`config.mk`:
```
export PLATFORM = sky130hd
export DESIGN_NAME = hazard_forward_unit
export DESIGN_NICKNAME = d
export VERILOG_FILES = /design/src/rtl/cpu_pkg.sv /design/src/rtl/fwd_select.sv /design/src/rtl/hazard_forward_unit.sv
export SDC_FILE = /design/constraint.sdc
export NUM_CORES = 1
export LEC_CHECK = 0
export CAP_MARGIN = 20
export CORE_UTILIZATION = 45
export DETAILED_ROUTE_END_ITERATION = 7
export DONT_BUFFER_PORTS = 1
export PLACE_DENSITY_LB_ADDON = 0.08
export SYNTH_ARGS = -nofsm -noshare
export SYNTH_HDL_FRONTEND = slang
export SYNTH_SLANG_ARGS = --single-unit
```
`constraint.sdc`:
```
create_clock -name clk -period 2.1 [get_ports clk]
set_input_delay 0.21 -clock clk [delete_from_list [all_inputs] [get_ports clk]]
set_output_delay 0.21 -clock clk [all_outputs]
set_load 0.02 [all_outputs]
```
`src/rtl/cpu_pkg.sv`:
```
// Shared CPU pipeline types: forwarding-mux select encoding, hazard FSM states
// and the hardwired-zero register index.
package cpu_pkg;

  typedef enum logic [1:0] {
    FWD_RF    = 2'b00,
    FWD_EXMEM = 2'b01,
    FWD_MEMWB = 2'b10,
    FWD_WB    = 2'b11
  } fwd_sel_t;

  typedef enum logic {
    HZ_RUN   = 1'b0,
    HZ_STALL = 1'b1
  } hz_state_t;

  localparam int unsigned REG_ZERO = 0;

endpackage

```
`src/rtl/fwd_select.sv`:
```
// Priority match of one source register against the three in-flight producers;
// the youngest writer wins and register 0 never forwards.
module fwd_select
  import cpu_pkg::*;
#(
  parameter int REG_ADDR_W = 4
) (
  input  logic [REG_ADDR_W-1:0] rs,
  input  logic [REG_ADDR_W-1:0] ex_rd,
  input  logic [REG_ADDR_W-1:0] mem_rd,
  input  logic [REG_ADDR_W-1:0] wb_rd,
  input  logic                  ex_reg_write,
  input  logic                  mem_reg_write,
  input  logic                  wb_reg_write,
  output fwd_sel_t              sel
);

  logic rs_nonzero;
  assign rs_nonzero = (rs != REG_ADDR_W'(REG_ZERO));

  // NOTE: sel gets a default before the priority chain so no path leaves it
  // unassigned, which would otherwise infer a latch.
  always_comb begin
    sel = FWD_RF;
    if (rs_nonzero && ex_reg_write && (ex_rd == rs)) begin
      sel = FWD_EXMEM;
    end else if (rs_nonzero && mem_reg_write && (mem_rd == rs)) begin
      sel = FWD_MEMWB;
    end else if (rs_nonzero && wb_reg_write && (wb_rd == rs)) begin
      sel = FWD_WB;
    end
  end

endmodule

```
`src/rtl/hazard_forward_unit.sv`:
```
// Hazard controller: registered operand-forwarding selects plus load-use stall
// and taken-branch flush FSM. Define HAZARD_PERF_EN to build the perf counters.
module hazard_forward_unit
  import cpu_pkg::*;
#(
  parameter int REG_ADDR_W = 4,
  parameter int LOAD_LAT   = 1
) (
  input  logic                  clk,
  input  logic                  rst_n,
  input  logic                  id_valid,
  input  logic [REG_ADDR_W-1:0] id_rs1,
  input  logic [REG_ADDR_W-1:0] id_rs2,
  input  logic [REG_ADDR_W-1:0] ex_rd,
  input  logic [REG_ADDR_W-1:0] mem_rd,
  input  logic [REG_ADDR_W-1:0] wb_rd,
  input  logic                  ex_reg_write,
  input  logic                  mem_reg_write,
  input  logic                  wb_reg_write,
  input  logic                  ex_mem_read,
  input  logic                  branch_taken,
  output logic [1:0]            fwd_a_sel,
  output logic [1:0]            fwd_b_sel,
  output logic                  stall_if,
  output logic                  stall_id,
  output logic                  flush_if_id,
  output logic                  flush_id_ex,
  output logic [15:0]           stall_cnt,
  output logic [15:0]           flush_cnt
);

  localparam logic [2:0] LAT_RELOAD = 3'(LOAD_LAT - 1);

  hz_state_t state, state_next;
  logic [2:0] cnt, cnt_next;
  logic       load_use;
  logic       stall_raw, flush_if_id_raw, flush_id_ex_raw;
  fwd_sel_t   sel_a_next, sel_b_next, sel_a_q, sel_b_q;

  fwd_select #(.REG_ADDR_W(REG_ADDR_W)) u_fwd_a (
    .rs(id_rs1), .ex_rd(ex_rd), .mem_rd(mem_rd), .wb_rd(wb_rd),
    .ex_reg_write(ex_reg_write), .mem_reg_write(mem_reg_write),
    .wb_reg_write(wb_reg_write), .sel(sel_a_next)
  );

  fwd_select #(.REG_ADDR_W(REG_ADDR_W)) u_fwd_b (
    .rs(id_rs2), .ex_rd(ex_rd), .mem_rd(mem_rd), .wb_rd(wb_rd),
    .ex_reg_write(ex_reg_write), .mem_reg_write(mem_reg_write),
    .wb_reg_write(wb_reg_write), .sel(sel_b_next)
  );

  assign load_use = id_valid && ex_mem_read && ex_reg_write
                    && (ex_rd != REG_ADDR_W'(REG_ZERO))
                    && ((ex_rd == id_rs1) || (ex_rd == id_rs2));

  always_comb begin
    state_next      = state;
    cnt_next        = cnt;
    stall_raw       = 1'b0;
    flush_if_id_raw = 1'b0;
    flush_id_ex_raw = 1'b0;
    if (branch_taken) begin
      // The stalled instruction is squashed anyway, so the branch wins.
      flush_if_id_raw = 1'b1;
      flush_id_ex_raw = 1'b1;
      state_next      = HZ_RUN;
      cnt_next        = '0;
    end else begin
      case (state)
        HZ_RUN: begin
          if (load_use) begin
            stall_raw       = 1'b1;
            flush_id_ex_raw = 1'b1;
            if (LOAD_LAT > 1) begin
              cnt_next   = LAT_RELOAD;
              state_next = HZ_STALL;
            end
          end
        end
        HZ_STALL: begin
          stall_raw       = 1'b1;
          flush_id_ex_raw = 1'b1;
          cnt_next        = cnt - 3'd1;
          if (cnt == 3'd1) begin
            state_next = HZ_RUN;
          end
        end
        default: begin
          state_next = HZ_RUN;
          cnt_next   = '0;
        end
      endcase
    end
  end

  // Gate with rst_n so a reset landing mid-stall drops every control at once.
  assign stall_if    = stall_raw && rst_n;
  assign stall_id    = stall_raw && rst_n;
  assign flush_if_id = flush_if_id_raw && rst_n;
  assign flush_id_ex = flush_id_ex_raw && rst_n;

  // NOTE: state flops use non-blocking assignments so every register samples
  // pre-edge values regardless of process evaluation order.
  always_ff @(posedge clk or negedge rst_n) begin
    if (!rst_n) begin
      state <= HZ_RUN;
      cnt   <= '0;
    end else begin
      state <= state_next;
      cnt   <= cnt_next;
    end
  end

  // NOTE: the select registers are reset explicitly because EX consumes them
  // as mux controls in the very first cycle after reset.
  always_ff @(posedge clk or negedge rst_n) begin
    if (!rst_n) begin
      sel_a_q <= FWD_RF;
      sel_b_q <= FWD_RF;
    end else if (flush_id_ex_raw) begin
      sel_a_q <= FWD_RF;
      sel_b_q <= FWD_RF;
    end else if (!stall_raw) begin
      sel_a_q <= sel_a_next;
      sel_b_q <= sel_b_next;
    end
  end

  assign fwd_a_sel = sel_a_q;
  assign fwd_b_sel = sel_b_q;

`ifdef HAZARD_PERF_EN
  always_ff @(posedge clk or negedge rst_n) begin
    if (!rst_n) begin
      stall_cnt <= '0;
      flush_cnt <= '0;
    end else begin
      if (stall_raw && (stall_cnt != 16'hFFFF)) stall_cnt <= stall_cnt + 16'd1;
      if (flush_if_id_raw && (flush_cnt != 16'hFFFF)) flush_cnt <= flush_cnt + 16'd1;
    end
  end
`else
  assign stall_cnt = '0;
  assign flush_cnt = '0;
`endif

endmodule

```
# Yosys cells after proc, flatten, opt, wreduce, memory -nomap -nowiden
# Cells that the tools add are included.
totals:
  reg_bits: 8
  inputBits: 28
  output_inout_bits: 40
  wordCells: 58
op_classes:
  add_sub_neg: 1
  n_eq_ne: 8
  mux: 20
  bitwise_logic: 1
  n_reduce_logical: 24
op_table:
  columns: ["operator", "count"]
  rows:
  - ["$eq A4 B4 Y1", 6]
  - ["$mux W2", 10]
  - ["$logic_and A1 B1 Y1", 19]
  - ["$reduce_bool A4 Y1", 3]
  - ["$mux W1", 7]
  - ["$mux W3", 2]
  - ["$eq A3 B1 Y1 const B", 1]
  - ["$sub A3 B1 Y3 const B", 1]
  - ["$ne A2 B1 Y1 const B", 1]
  - ["$pmux W1 S2", 1]
  - ["$reduce_bool A2 Y1", 1]
  - ["$logic_or A1 B1 Y1", 1]
  - ["$not A1 Y1", 1]

# Longest topological paths before layout
# Gate-level depths: netlist of the first run.
depth:
  depth_word: 9
  depth_mapped: 7
  depth_no_buf: 5

# Cells and area by module
# A second synthesis of the first run with hierarchy kept.
hier_totals:
  cells_unflattened: 133
  hier_area_um2: 1117.3
modules_own_cells:
  columns: ["module", "instances", "cells_each", "area_per_inst_um2", "seq_area_each_um2"]
  rows:
  - ["hazard_forward_unit", 1, 79, 716.9, 200.2]
  - ["fwd_select", 2, 27, 200.2, 0.0]

# Worst setup path after synthesis of the first run
# Ideal clock, no wire load.
synth_timing:
  path_kind: "input-to-output"
  from: "input id_rs2[1]"
  to: "output stall_if"
  arrival_time_ps: 1884
  required_time_ps: 1890
  slack_ps: 6
  stages: 7
  path_buffers: 2
  path_cell_list: "clkbuf_2 xor2_1 nor4_1 o21a_1 nor2_1 nor3b_1 buf_4"
synth_via:
  elab_chain_len: 7
synth_lines:
  columns: ["item", "line_no", "source"]
  rows:
  - ["start: declaration", "hazard_forward_unit.sv:13", "input logic [REG_ADDR_W-1:0] id_rs2,"]
  - ["$eq A4 B4 Y1", "hazard_forward_unit.sv:54", "&& ((ex_rd == id_rs1) || (ex_rd == id_rs2));"]
  - ["$logic_or A1 B1 Y1", "hazard_forward_unit.sv:54", null]
  - ["$logic_and A1 B1 Y1", "hazard_forward_unit.sv:54", null]
  - ["$mux W1", "hazard_forward_unit.sv:71", "if (load_use) begin"]
  - ["$pmux W1 S2", "hazard_forward_unit.sv:69", "case (state)"]
  - ["$mux W1", "hazard_forward_unit.sv:62", "if (branch_taken) begin"]
  - ["$logic_and A1 B1 Y1", null, null]
  - ["end: declaration", "hazard_forward_unit.sv:24", "output logic stall_if,"]
# No other way between the ends.

# Final worst setup path of the first run
layout_timing:
  from: "input id_rs1[3]"
  to: "output stall_id"
layout_via:
  elab_chain_len: 7
layout_lines:
  columns: ["item", "line_no", "source"]
  rows:
  - ["start: declaration", "hazard_forward_unit.sv:12", "input logic [REG_ADDR_W-1:0] id_rs1,"]
  - ["$eq A4 B4 Y1", "hazard_forward_unit.sv:54", null]
  - ["$logic_or A1 B1 Y1", "hazard_forward_unit.sv:54", null]
  - ["$logic_and A1 B1 Y1", "hazard_forward_unit.sv:54", null]
  - ["$mux W1", "hazard_forward_unit.sv:71", null]
  - ["$pmux W1 S2", "hazard_forward_unit.sv:69", null]
  - ["$mux W1", "hazard_forward_unit.sv:62", null]
  - ["$logic_and A1 B1 Y1", "hazard_forward_unit.sv:98", "assign stall_id = stall_raw && rst_n;"]
  - ["end: declaration", "hazard_forward_unit.sv:25", "output logic stall_id,"]
# No other way between the ends.

==> impl_metrics.json, run 1 <==
{
  "period_minus_slack_ns": 1.722,
  "synthesis.area_um2": 969.7,
  "finClkSkew_ns": 0.004383,
  "crit_slowest_cell": "nor4_1",
  "netlist_top_cells_area": "buf_4, dfrtp_1, xnor2_1",
  "dp_hpwl_um": 1447,
  "path_clk_slew_ns": 0.05,
  "tightest_slew_ns": 0.5047,
  "io_buffers": 0,
  "ctsHtreeMaxLevel": 1,
  "holdPathStages": 1,
  "cts_made_buffers": 3,
  "clkLatencyLatePin_ns": 0.25,
  "synth-simple-area-share": 0.2077,
  "dp.cells": 143,
  "fp.dieW_um": 48.42,
  "overflow": 0,
  "vdd_ir_drop_max_mv": 0.1851,
  "path_delay_family": "simple AND/OR/NAND/NOR gates",
  "path_depth": 6,
  "maxSlewViolCount": 0,
  "startpoint_type": "primary input",
  "relSlewSlack": 0.6604,
  "viasPerCell": 4.653,
  "p_switching_uw": 128.8,
  "cts_root_buf": "clkbuf_4",
  "nets": 152,
  "critPathCaptureType": "output pin",
  "num_rows": 16,
  "startpoint": "id_rs1[3]",
  "gp_congestion": 0.7520,
  "cp_cell_sequence": "xor2_1, nor4_1, o21a_1, nor2_1, nor3b_1, buf_4",
  "cts_tree": "built",
  "ios": 68,
  "drc": 0,
  "cp_max_fo": 4,
  "rr_startpoint": "state",
  "pwr-share-comb": 0.301,
  "drive_gt1_frac": 0.05833,
  "synth_xor_area_frac": 0.1987,
  "setup_viol_count_final": 0,
  "initial_core_util": 0.4844,
  "synthMuxAreaShare": 0,
  "status": "complete, no violations",
  "ys_seq_area_frac": 0.2065,
  "gr-usage-all-layers": 0.1576,
  "grt_pass1_vias": 669,
  "antenna_cells": 0,
  "reg2reg_to": "fwd_b_sel[1]",
  "synth-compound-area-share": 0.08387,
  "path_class": "in2out",
  "sw_frac_of_total": 0.3318,
  "synth.distinct_cells": 28,
  "finalCoreUtilization": 0.4544,
  "r2r_slack_ns": 0.87,
  "min_path_type": "in2reg",
  "core_area_mm2": 0.002002,
  "rsz0062_at_grt": "false",
  "drt_iter0_markers": 6,
  "clk_path_buf_depth": 2,
  "synthAdderAreaFrac": 0.02581,
  "netlist.area_leader.share": 0.2555,
  "max_clock_freq_mhz": 580.9,
  "synth-seq-cells": 8,
  "area_delta_synth_final_pct": -6.194,
  "cp.arrival_ns": 1.51,
  "p_int_uw": 259.4,
  "yosysWarnings": 0,
  "drt_wl_total_um": 1695,
  "avgSynthCellArea_um2": 8.218,
  "cts.sinks": 8,
  "stdcell_count": 147,
  "grt_max_degree": 9,
  "drtPass1Iterations": 4,
  "crit_path_end": "stall_id",
  "postCtsSetupBuffers": 0,
  "slowest_delay_ns": 0.49,
  "power_frac_seq": 0.412,
  "critPathBufInv": 1,
  "grt_pass1_wl_um": 2863,
  "yosys.area.top_type": "buf_4",
  "reg2reg_depth": 2,
  "fin_crit_sh": 0.8198,
  "dieArea_mm2": 0.002345,
  "p_per_area_mw_per_mm2": 426.8,
  "clkPwrFrac": 0.287,
  "maxCapViolCount": 0,
  "avgRoutedWirePerCell_um": 11.53,
  "netlist_instances": 118,
  "antenna_found_initial": 0,
  "fillers": 224,
  "setup_tns_ns": 0,
  "via_count": 684,
  "p_leak_nw": 0.3949,
  "required_ns": 1.89,
  "synth_top_family_by_area": "buffers and inverters",
  "final-hold-violation-count": 0,
  "ant_nets": 0,
  "die_h_um": 48.42
}
==> flip-flops by register name, summed over array words and instances, names as in the netlist <==
name and cells:
state 1, fwd_b_sel 2, cnt 3, fwd_a_sel 2
==> how the worst min path moves through the flow <==
stage / startpoint / to / slack, ns
after floorplan: rst_n / cnt[0] / -0.09
after global placement: rst_n / cnt[2] / -0.09
after detailed placement: rst_n / cnt[2] / -0.09
after CTS: branch_taken / cnt[2] / 0.01
after global routing: branch_taken / cnt[2] / 0.01
final: branch_taken / cnt[2] / 0.02
==> cell usage in the layout (no fill, tap or decap), types with 4 or more instances in the layout <==
master	count
conb_1	32
xor2_1	11
xnor2_1	11
nor2_1	9
dfrtp_1	8
nor3_1	4
nand2_1	4
==> worst register-to-register path: stages, from the launching register on <==
cell      delay (ns)
dfrtp_1         0.45
or3_4           0.42
a311oi_1        0.24
==> power groups by stage <==
| stage | registers (mW) | clock network, mW | logic [mW] |
|---|---|---|---|
| after CTS | 0.160 | 0.118 | 0.117 |
| final | 0.160 | 0.112 | 0.117 |
| after global routing | 0.160 | 0.127 | 0.129 |
| after global placement | 0.162 | 0 | 0.113 |
| after floorplan | 0.162 | 0 | 0.154 |
| after detailed placement | 0.162 | 0 | 0.112 |
==> kinds of logic (layout without fill, tap and decap cells) <==
group | count (synthesis) | after routing
adder cells (fa/ha/maj) | 2 | 2
AO/OA/AOI/OAI | 11 | 11
buffers and inverters | 37 | 8
XOR/XNOR | 22 | 22
other | 1 | 32
flip-flops | 8 | 8
AND/OR/NAND/NOR | 37 | 37
==> metal layers <==
metal  share of wire  GRT usage  up-vias
met5               0          0        -
met4          0.0071    0.07353        0
met3            0.12    0.05031        2
met2            0.46     0.2676       48
met1            0.41     0.1790      296
li1                -          -      338
==> timing repair <==
action | 4_1_cts | 5_1_grt
hold buffers | 1 | 0
resized for setup | 0 | 0
endpoints found under the hold margin | 8 | 0
==> through the flow <==
stage	power, mW	hold WS [ns]	cell area (µm²)	worst slack, ns
3_5_place_dp	0.2749	-0.08534	877.1	0.3760
5_1_grt	0.4152	0.01220	909.6	0.2240
4_1_cts	0.3949	0.01461	909.6	0.3498
2_1_floorplan	0.3165	-0.08559	1086	0.005560
3_3_place_gp	0.2752	-0.08543	877.1	0.3783
6_report	0.3882	0.02325	909.6	0.3784
==> synthesized netlist by cell type <==
master and number:
a32oi_1 2, a21oi_1 3, nand2b_1 2, inv_1 2, nor3b_1 2, and2_2 1, nand4_1 3, dfrtp_1 8
a311oi_1 2, conb_1 1, nor2_1 9, nor3_1 4, o2111ai_1 1, or3_1 3, a21o_1 1, nor2b_1 2
o21a_1 1, buf_4 33, nand2_1 4, nand3_1 1, and2_1 2, nor4_1 3, clkbuf_2 2, a211oi_1 1
xor2_1 11, or3_4 1, xnor2_1 11, ha_1 2
==> cell type report <==
| cell class | count | area, µm² | share of cell area |
|---|---|---|---|
| clock buffers | 3 | 22.52 | 0.02476 |
| flip-flops and latches | 8 | 200.2 | 0.2201 |
| multi-input cells | 104 | 620.6 | 0.6823 |
| inverters | 2 | 7.507 | 0.008253 |
| repair buffers | 3 | 25.02 | 0.02751 |
| well taps | 27 | 33.78 | 0.03714 |
(Power assumes the default switching activity.)
==> run 2: changes to the inputs <==
==> constraint.sdc (replaced) <==
create_clock -name clk -period 1.45 [get_ports clk]
set_input_delay 0.145 -clock clk [delete_from_list [all_inputs] [get_ports clk]]
set_output_delay 0.145 -clock clk [all_outputs]
set_load 0.02 [all_outputs]
==> impl_metrics.json, run 2 (same netlist as run 1, synthesis figures left out) <==
{
  "drt_wl_total_um": 1693,
  "fp.dieW_um": 48.42,
  "antenna_cells": 0,
  "max_clock_freq_mhz": 711.8,
  "seqCellArea_um2": 200.2,
  "critPathCaptureType": "output pin",
  "pwr-share-comb": 0.316,
  "die_h_um": 48.42,
  "dp_hpwl_um": 1412,
  "cts_root_buf": "clkbuf_4",
  "dp.cells": 145,
  "nets": 157,
  "clkLatencyLatePin_ns": 0.25,
  "drive_gt1_frac": 0.1120,
  "p_int_uw": 385.8,
  "setup_viol_count_final": 0,
  "power_frac_seq": 0.394,
  "gp_congestion": 0.7765,
  "reg2reg_to": "fwd_b_sel[1]",
  "holdWs_ns": 0.08518,
  "path_class": "in2out",
  "cts.sinks": 8,
  "clk_path_buf_depth": 2,
  "vdd_ir_drop_max_mv": 0.2734,
  "r2r_slack_ns": 0.36,
  "rr_startpoint": "state",
  "ant_nets": 0,
  "largest_register": "cnt",
  "dp_slack_ns": 0.04109,
  "area_delta_synth_final_pct": 0.7742,
  "clkPwrFrac": 0.291,
  "grt_pass1_vias": 697,
  "antenna_found_initial": 0,
  "finClkSkew_ns": 0.002449,
  "path_clk_slew_ns": 0.05,
  "core_area_mm2": 0.002002,
  "setup_ws_ns": 0.04503,
  "maxSlewViolCount": 0,
  "crit_slowest_cell": "nor4_2",
  "drtPass1Iterations": 2,
  "cp.arrival_ns": 1.26,
  "cts_made_buffers": 3,
  "num_rows": 16,
  "fin_crit_sh": 0.9689,
  "maxCapViolCount": 0,
  "p_per_area_mw_per_mm2": 601.1,
  "grt_pass1_wl_um": 2711,
  "crit_path_end": "stall_if",
  "reg2reg_depth": 2,
  "period_minus_slack_ns": 1.405,
  "cp_max_fo": 4,
  "ios": 68,
  "required_ns": 1.31,
  "rsz0062_at_grt": "false",
  "fillers": 215,
  "ctsHtreeMaxLevel": 1,
  "drc": 0,
  "io_buffers": 0,
  "multiInputGateArea_um2": 645.6,
  "mostFrequentLayoutCells": "conb_1, xor2_1, xnor2_1, nor2_1, dfrtp_1",
  "min_path_type": "in2reg",
  "cts_tree": "built",
  "slowest_delay_ns": 0.34,
  "largest_reg_flops": 3,
  "layout_commonest_cell": "conb_1",
  "startpoint_type": "primary input",
  "stdcell_count": 152,
  "gr-usage-all-layers": 0.1525,
  "viasPerCell": 4.638,
  "power.total_uw": 587.4,
  "setup_tns_ns": 0,
  "initial_core_util": 0.4844,
  "grt_max_degree": 9,
  "p_switching_uw": 201.6,
  "sw_frac_of_total": 0.3433,
  "placed_area_um2": 909.6,
  "drt_iter0_markers": 4,
  "cp_cell_sequence": "xor2_1, nor4_2, o21a_1, nor2_1, nor3b_2, buf_4",
  "startpoint": "id_rs1[0]",
  "dieArea_mm2": 0.002345,
  "via_count": 705,
  "status": "complete, no violations",
  "p_leak_nw": 0.4232,
  "final-hold-violation-count": 0,
  "avgRoutedWirePerCell_um": 11.14,
  "finalCoreUtilization": 0.4881,
  "overflow": 0,
  "fin_area_um2": 977.2
}
==> run 2: cell types whose count changed in the layout (fill, tap and decap cells not counted), sizes merged <==
| cell | previous run | this run |
|---|---|---|
| dlygate4sd3 | 1 | 3 |
| buf | 2 | 5 |
==> run 2: cell type report <==
cell class / count / area share
clock buffer: 3 / 0.02305
inverter: 2 / 0.007682
multi-input combinational: 104 / 0.6607
sequential: 8 / 0.2049
tap: 27 / 0.03457
timing repair buffer: 8 / 0.06914
==> run 2: worst min-delay path by stage <==
stage            startpoint            to  slack (ns)  cells past startpoint
3_5_place_dp          rst_n        cnt[2]       -0.15                      0
3_3_place_gp          rst_n        cnt[2]       -0.15                      0
5_1_grt        branch_taken  fwd_b_sel[1]         0.1                      2
2_1_floorplan         rst_n        cnt[0]       -0.15                      0
4_1_cts        ex_reg_write  fwd_a_sel[0]        0.08                      2
6_report       ex_reg_write  fwd_a_sel[0]        0.09                      2
==> run 2: power groups by stage <==
stage               clock network (mW)  registers [mW]  logic [mW]
floorplan                            0           0.235       0.231
global placement                     0           0.235       0.168
detailed placement                   0           0.235       0.169
CTS                              0.176           0.231       0.182
global route                     0.192           0.231       0.204
finish                           0.171           0.231       0.185
==> run 2: worst max-delay path: cells and delay by family <==
family	cells	cell delay (ns)
buffers and inverters	1	0.20
XOR/XNOR	1	0.16
AND/OR/NAND/NOR	3	0.56
AO/OA/AOI/OAI	1	0.20
==> run 2: timing repair <==
item	4_1_cts	5_1_grt
resized for setup	0	2
endpoints found under the hold margin	14	0
setup endpoints to repair	0	3
buffers inserted	0	1
hold buffers	3	0
==> run 2: metal layers <==
| layer | track usage | share of wire | vias up | wire (µm) |
|---|---|---|---|---|
| met5 | 0 | 0 | - | 0 |
| met4 | 0.09314 | 0.011 | 0 | 18 |
| met3 | 0.05346 | 0.12 | 4 | 196 |
| met2 | 0.2394 | 0.47 | 51 | 791 |
| met1 | 0.1777 | 0.41 | 304 | 687 |
| li1 | - | - | 346 | - |
